[src/rtl/addsub_pkg.sv]
// Shared types and sizing helpers for the serial adder/subtractor.
package addsub_pkg;

    // Controller states
    typedef enum logic [1:0] {
        StIdle,
        StRun,
        StDone
    } state_e;

    // Counter width large enough to hold WIDTH/DIGIT
    function automatic int unsigned cnt_width(input int unsigned width, input int unsigned digit);
        return $clog2(width / digit + 1);
    endfunction

endpackage

[src/rtl/digit_adder.sv]
// DIGIT-bit ripple-carry slice shared by every step of the serial adder.
module digit_adder #(
    parameter int unsigned DIGIT = 2
) (
    input  logic [DIGIT-1:0] x,
    input  logic [DIGIT-1:0] y,
    input  logic             cin,
    output logic [DIGIT-1:0] s,
    output logic             cout,
    output logic             c_top
);

    // Ripple the carry across the slice; also expose the carry into the top bit
    always_comb begin
        logic [DIGIT:0] c;
        c    = '0;
        s    = '0;
        c[0] = cin;
        for (int i = 0; i < DIGIT; i++) begin
            s[i]   = x[i] ^ y[i] ^ c[i];
            c[i+1] = (x[i] & y[i]) | (c[i] & (x[i] ^ y[i]));
        end
        cout  = c[DIGIT];
        c_top = c[DIGIT-1];
    end

endmodule

[src/rtl/serial_adder_subtractor.sv]
// Multi-cycle adder/subtractor: WIDTH-bit operands processed DIGIT bits per clock.
// Optional signed-overflow output enabled by defining SERIAL_ADDSUB_OVF_EN.
module serial_adder_subtractor
    import addsub_pkg::*;
#(
    parameter int unsigned WIDTH = 8,
    parameter int unsigned DIGIT = 2
) (
    input  logic             clk,
    input  logic             rst,
    input  logic             start,
    input  logic [WIDTH-1:0] a,
    input  logic [WIDTH-1:0] b,
    input  logic             mode,
    output logic             busy,
    output logic             done,
    output logic [WIDTH-1:0] sum,
    output logic             cout,
    output logic             ovf
);

    localparam int unsigned N  = WIDTH / DIGIT;
    localparam int unsigned CW = cnt_width(WIDTH, DIGIT);

    state_e           state_q, state_d;
    logic [WIDTH-1:0] a_q, a_d;
    logic [WIDTH-1:0] b_q, b_d;
    logic [WIDTH-1:0] acc_q, acc_d;
    logic             carry_q, carry_d;
    logic [CW-1:0]    cnt_q, cnt_d;
    logic [WIDTH-1:0] sum_q, sum_d;
    logic             cout_q, cout_d;

    logic [DIGIT-1:0] slice_s;
    logic             slice_cout;
    logic             slice_c_top;
    logic [WIDTH-1:0] result;
    logic             load;

    digit_adder #(
        .DIGIT(DIGIT)
    ) u_slice (
        .x    (a_q[DIGIT-1:0]),
        .y    (b_q[DIGIT-1:0]),
        .cin  (carry_q),
        .s    (slice_s),
        .cout (slice_cout),
        .c_top(slice_c_top)
    );

`ifdef SERIAL_ADDSUB_OVF_EN
    logic ovf_q, ovf_d;
`else
    logic unused_c_top;
    assign unused_c_top = slice_c_top;
`endif

    // Next-state: controller, operand shifters, result accumulator and counter
    always_comb begin
        state_d = state_q;
        a_d     = a_q;
        b_d     = b_q;
        acc_d   = acc_q;
        carry_d = carry_q;
        cnt_d   = cnt_q;
        sum_d   = sum_q;
        cout_d  = cout_q;
`ifdef SERIAL_ADDSUB_OVF_EN
        ovf_d   = ovf_q;
`endif
        load    = 1'b0;
        // New digit enters from the MSB side; stale low digit falls off
        result  = (acc_q >> DIGIT) | (WIDTH'(slice_s) << (WIDTH - DIGIT));

        unique case (state_q)
            StIdle: begin
                if (start) load = 1'b1;
            end
            StRun: begin
                a_d     = a_q >> DIGIT;
                b_d     = b_q >> DIGIT;
                acc_d   = result;
                carry_d = slice_cout;
                cnt_d   = cnt_q + CW'(1);
                if (cnt_q == CW'(N - 1)) begin
                    state_d = StDone;
                    sum_d   = result;
                    cout_d  = slice_cout;
`ifdef SERIAL_ADDSUB_OVF_EN
                    ovf_d   = slice_c_top ^ slice_cout;
`endif
                end
            end
            StDone: begin
                if (start) load = 1'b1;
                else       state_d = StIdle;
            end
            default: state_d = StIdle;
        endcase

        // Subtraction is a + ~b + 1: invert b and seed the carry with mode
        if (load) begin
            a_d     = a;
            b_d     = b ^ {WIDTH{mode}};
            carry_d = mode;
            cnt_d   = '0;
            state_d = StRun;
        end
    end

    // State and datapath registers with synchronous reset
    always_ff @(posedge clk) begin
        if (rst) begin
            state_q <= StIdle;
            a_q     <= '0;
            b_q     <= '0;
            acc_q   <= '0;
            carry_q <= 1'b0;
            cnt_q   <= '0;
            sum_q   <= '0;
            cout_q  <= 1'b0;
`ifdef SERIAL_ADDSUB_OVF_EN
            ovf_q   <= 1'b0;
`endif
        end else begin
            state_q <= state_d;
            a_q     <= a_d;
            b_q     <= b_d;
            acc_q   <= acc_d;
            carry_q <= carry_d;
            cnt_q   <= cnt_d;
            sum_q   <= sum_d;
            cout_q  <= cout_d;
`ifdef SERIAL_ADDSUB_OVF_EN
            ovf_q   <= ovf_d;
`endif
        end
    end

    assign busy = (state_q == StRun);
    assign done = (state_q == StDone);
    assign sum  = sum_q;
    assign cout = cout_q;
`ifdef SERIAL_ADDSUB_OVF_EN
    assign ovf  = ovf_q;
`else
    assign ovf  = 1'b0;
`endif

endmodule

[config.mk]
export PLATFORM = sky130hd
export DESIGN_NAME = serial_adder_subtractor
export DESIGN_NICKNAME = d
export VERILOG_FILES = /design/src/rtl/addsub_pkg.sv /design/src/rtl/digit_adder.sv /design/src/rtl/serial_adder_subtractor.sv
export SDC_FILE = /design/constraint.sdc
export NUM_CORES = 1
export LEC_CHECK = 0
export CAP_MARGIN = 10
export CORE_MARGIN = 4
export CORE_UTILIZATION = 50
export CTS_CLUSTER_SIZE = 10
export DETAILED_ROUTE_END_ITERATION = 12
export PLACE_DENSITY = 0.78
export SETUP_SLACK_MARGIN = 0.4
export SLEW_MARGIN = 0
export SYNTH_ARGS = -nofsm -noshare
export SYNTH_HDL_FRONTEND = slang
export SYNTH_SLANG_ARGS = --single-unit
[constraint.sdc]
create_clock -name clk -period 2.2 [get_ports clk]
set_input_delay 0.33 -clock clk [delete_from_list [all_inputs] [get_ports clk]]
set_output_delay 0.33 -clock clk [all_outputs]
set_load 0.1 [all_outputs]
# Word level (Yosys, flattened, before mapping)
# Index checks and enable logic that the tools add are counted.
# op_classes
add_sub_neg	1
n_mul	0
n_div	0
n_lt_le_gt_ge	0
n_eq_ne	8
shifts	0
n_mux	12
bitwise_logic	13
n_reduce_logical	7
# ops
operator	n
$mux 8	4
$or 6x8->8	1
$xor 8x8->8	1
$pmux 2 s3	1
$reduce_and 3->1	2
$mux 1	5
$and 1x1->1	4
$mux 2	2
$ne 2x2->1 const B	2
$reduce_or 2->1	2
$xor 1x1->1	4
$add 3x1->3 const B	1
$eq 3x2->1 const B	1
$ne 3x1->1 const B	1
$ne 3x2->1 const B	1
$eq 2x1->1 const B	1
$eq 2x2->1 const B	1
$logic_not 2->1	1
$ne 2x1->1 const B	1
$or 1x1->1	2
$reduce_and 2->1	1
$reduce_bool 2->1	1
$not 1->1	1
# word_totals
reg_bits	39
latchBits	0
ramBits	0
rom_bits	0
inputBits	20
out_inout_bits	12
elab_cells	50
n_memories	0

# Logic depth before layout (Yosys ltp)
# logic_depth
ltp_word	7
depth_mapped	6
ltp_nobuf	5

# Hierarchy
# From an unflattened synthesis, not the netlist that was laid out.
# unflattened
cells_unflattened	179
area_unflattened_um2	1564.0
# modules_own_cells
mod	n_inst	cells_per_inst	area_each_um2	seq_area_each_um2
serial_adder_subtractor	1	177	1524.0	740.7
digit_adder	1	2	40.0	0.0

# Worst setup path after synthesis
# Ideal clock, no wire load.
# synth_path
kind	register to register
from	register a_q[0]
to	register carry_q
setup_ns	0.103
t_arrival_ns	1.451
required_time_ns	2.097
path_slack_ns	0.646
path_stages_with_launch	5
path_buffers	0
period_less_slack_ns	1.554
path_cell_list	dfxtp_1 -> inv_1 -> fa_1 -> fa_1 -> a2111oi_2
# synth_via
elab_chain_len	7
word_cells_on_any_way	8
cone_classes	mux: 2; bitwise: 6
# synth_rtl
element	line	source
start: declaration	serial_adder_subtractor.sv:26	logic [WIDTH-1:0] a_q, a_d;
start signal: assignment	serial_adder_subtractor.sv:115	a_q <= '0;
start signal: assignment	serial_adder_subtractor.sv:127	a_q <= a_d;
$xor 1x1->1	digit_adder.sv:21	c[i+1] = (x[i] & y[i]) | (c[i] & (x[i] ^ y[i]));
$and 1x1->1	digit_adder.sv:21	
$or 1x1->1 *	digit_adder.sv:21	
$and 1x1->1 *	digit_adder.sv:21	
$or 1x1->1 *	digit_adder.sv:21	
$mux 1 *	serial_adder_subtractor.sv:75	unique case (state_q)
$mux 1 *	serial_adder_subtractor.sv:102	if (load) begin
end signal: assignment	serial_adder_subtractor.sv:130	carry_q <= carry_d;
end: declaration	serial_adder_subtractor.sv:29	logic carry_q, carry_d;
# Mark *: on every way between the ends. The rest lies on a longest branch, timed or not. The select of a mux whose other input is x is not followed.
# A chain may end at the register's enable or synchronous reset.

# Final worst setup path
# Same ends and word-level chain as after synthesis.

==> out/metrics.csv <==
metric,value,unit
status,"complete, no violations",
Placeable Area,0.00305,mm2
post-placement cell area,0.00185,mm2
crit path buf inv count,1,
cts hold-fix bufs,0,
yosys warns,0,
H-tree depth,2,
clock root cell,clkbuf_4,
Crit path top cell by count,fa_1,
Layout Cell Area excl Fill,0.00196,mm2
CTS tree,done,
routability cong.,0.809,
Die Area,0.00418,mm2
VDD IR max,0.000374,V
"FF+latch count, synth",37,
Final HPWL DP,2.21,mm
Synth-to-Final Area Change,21.9,%
PwrDens,783,mW/mm2
largest net degree at the start of global routing,38,
worst-path cell chain,inv_1 > fa_1 > fa_1 > a2111oi_2,
n_diodes,0,
register area share after synthesis,46.2,%
CTS Buffer Depth,2,
"CP delay by family, top",adder cells,
I/O pin total,32,
period utilization,74.6,%
slowest cell delay on critical path,0.43,ns
1st-pass router iterations,4,
Worst Hold Class,register to register,
"slowest stage cell, crit path",fa_1,
CP Capture Type,register,
slew margin rel.,65.4,%
Num Clock Sinks,37,
share of cells above drive strength 1,12.1,%
Synth top area share,46.2,%
TNS Setup,0,ns
buffers added on ports,30,
Worst-Skew Late Latency,0.35,ns
fin cells,250,
Final min period,1.64,ns
post-DR wirelength/cell,12.7,um
"area leader, netlist",dfxtp_1,
Slew @ Worst Pin,0.520,ns
Clock transition at path regs,0.12,ns
Avg Inst Size Synth,8.86,um2
synthesized area,0.00160,mm2
first-pass GRT wire length,5.47,mm
RSZ-0062 raised after global routing,false,
Post-Route Skew,0.0119,ns
GRT Total Usage,16.8,%
TritonCTS buffer count,5,
Die Span X,64.6,um
residual DRC count,0,
Post-CTS Setup Repair Bufs,0,
fin util,64.1,%
post-CTS sizing,0,
max cap viols,0,
Final ANT Viol Nets,0,
CP Max Fanout,2,
synth top area cells,"dfxtp_1, nand2_1, a21oi_1, xor2_1, nor3_1",
critical path data required time,2.45,ns
die extent in y,64.6,um
Max Fclk,0.609,GHz
vias in the first global route,1288,
row count,20,
Pins Over Slew Limit,0,
Setup Viol. Count Final,0,
post-synth cell types,30,
worst path arrival time,1.89,ns
GRT overflow,0,
initial antenna violation count,0,
Startpoint Class,register,
initial core utilization,52.5,%
worst hold margin,0.459,ns
kind of critical path,register to register,
Pleak,0.726,nW
DRT iter0 DRCs,53,
Total Wirelength,3.17,mm
vias,1306,
post-DR vias/cell,5.22,
syn_nets,205,
Final nets,229,
Synth Instances,181,
Placed Cells incl. Taps,242,
final hold vios,0,
[cell usage in the layout, fill, tap and decap left out]
cell and count:
dfxtp_1 37, nand2_1 32, clkdlybuf4s50_1 19, a21oi_1 16, nor2_1 13, buf_4 13, nor3_1 11, xor2_1 8
inv_1 6, o22ai_1 6, nand3_1 6, a311oi_1 6, a211oi_1 5, clkbuf_4 5, nand2b_1 2, and2b_1 2
a22oi_1 2, a2111oi_2 2, fa_1 2, ha_1 2, bufinv_16 2, inv_8 1, mux2i_1 1, xnor2_1 1
and3b_1 1, nand3b_1 1, o21a_1 1, conb_1 1, clkinv_2 1, buf_12 1
[power by group]
group	leakage (nW)	internal, mW	switching, mW
combinational	0.368	0.0973	0.128
sequential	0.303	0.708	0.0207
clock	0.0552	0.352	0.226
total	0.726	1.16	0.375
[layer usage]
metal	GRT usage, %	routed length (um)	vias up
met4	8.97	69	0
met5	0	0	-
li1	-	-	659
met2	28.9	1530	39
met3	3.99	178	10
met1	19.1	1400	598
[final timing paths]
path | depth (start not counted) | slack [ns] | endpoint | from
max | 4 | 0.56 | carry_q$_SDFFE_PP0P_ | a_q[0]$_SDFFE_PP0P_
max reg2reg | 4 | 0.56 | carry_q$_SDFFE_PP0P_ | a_q[0]$_SDFFE_PP0P_
min | 2 | 0.46 | sum[0]$_SDFFE_PP0P_ | acc_q[2]$_SDFFE_PP0P_
min reg2reg | 2 | 0.46 | sum[0]$_SDFFE_PP0P_ | acc_q[2]$_SDFFE_PP0P_
[state kept, by name (all words and copies together) (netlist names)]
name / cells
a_q: 8
acc_q: 6
b_q: 8
carry_q: 1
cnt_q: 3
cout: 1
state_q: 2
sum: 8
[cell type report]
| cell class | instances | area, um2 |
|---|---|---|
| clock inverters | 3 | 65.1 |
| inverters | 7 | 33.8 |
| flip-flops and latches | 37 | 741 |
| clock buffers | 5 | 37.5 |
| fillers | 282 | 1100 |
| well taps | 44 | 55.1 |
| multi-input cells | 121 | 716 |
| repair buffers | 33 | 308 |
[through the flow]
step	total power [mW]	setup WS [ns]
floorplan	0.913	0.646
global placement	0.961	0.477
detailed placement	0.968	0.389
CTS	1.54	0.548
global route	1.60	0.447
finish	1.53	0.558
[worst register-to-register path: stages (launching register included)]
cell	delay, ns
dfxtp_1	0.35
inv_1	0.06
fa_1	0.43
fa_1	0.41
a2111oi_2	0.29
[logic make-up after synthesis]
group,after synthesis,share of synthesized area [%]
AND/OR/NAND/NOR,68,18.6
AO/OA/AOI/OAI,38,16.2
flip-flops,37,46.2
buffers and inverters,23,9.20
XOR/XNOR,9,4.91
adder cells (fa/ha/maj),4,4.06
other,1,0.234
multiplexers,1,0.624
[synthesized netlist by cell type]
| cell type | count |
|---|---|
| conb_1 | 1 |
| and2b_1 | 2 |
| buf_6 | 2 |
| nand2b_1 | 2 |
| buf_2 | 6 |
| nand3_1 | 6 |
| dfxtp_1 | 37 |
| o21a_1 | 1 |
| ha_1 | 2 |
| a22oi_1 | 2 |
| a2111oi_2 | 2 |
| a311oi_1 | 6 |
| nor2_1 | 13 |
| a21oi_1 | 16 |
| xor2_1 | 8 |
| inv_8 | 1 |
| buf_1 | 2 |
| nand3b_1 | 1 |
| o22ai_1 | 6 |
| inv_1 | 6 |
| buf_12 | 1 |
| mux2i_1 | 1 |
| buf_4 | 4 |
| fa_1 | 2 |
| clkbuf_1 | 1 |
| nor3_1 | 11 |
| a211oi_1 | 5 |
| nand2_1 | 32 |
| xnor2_1 | 1 |
| and3b_1 | 1 |
Note: power is estimated with default switching activity, not from simulation.
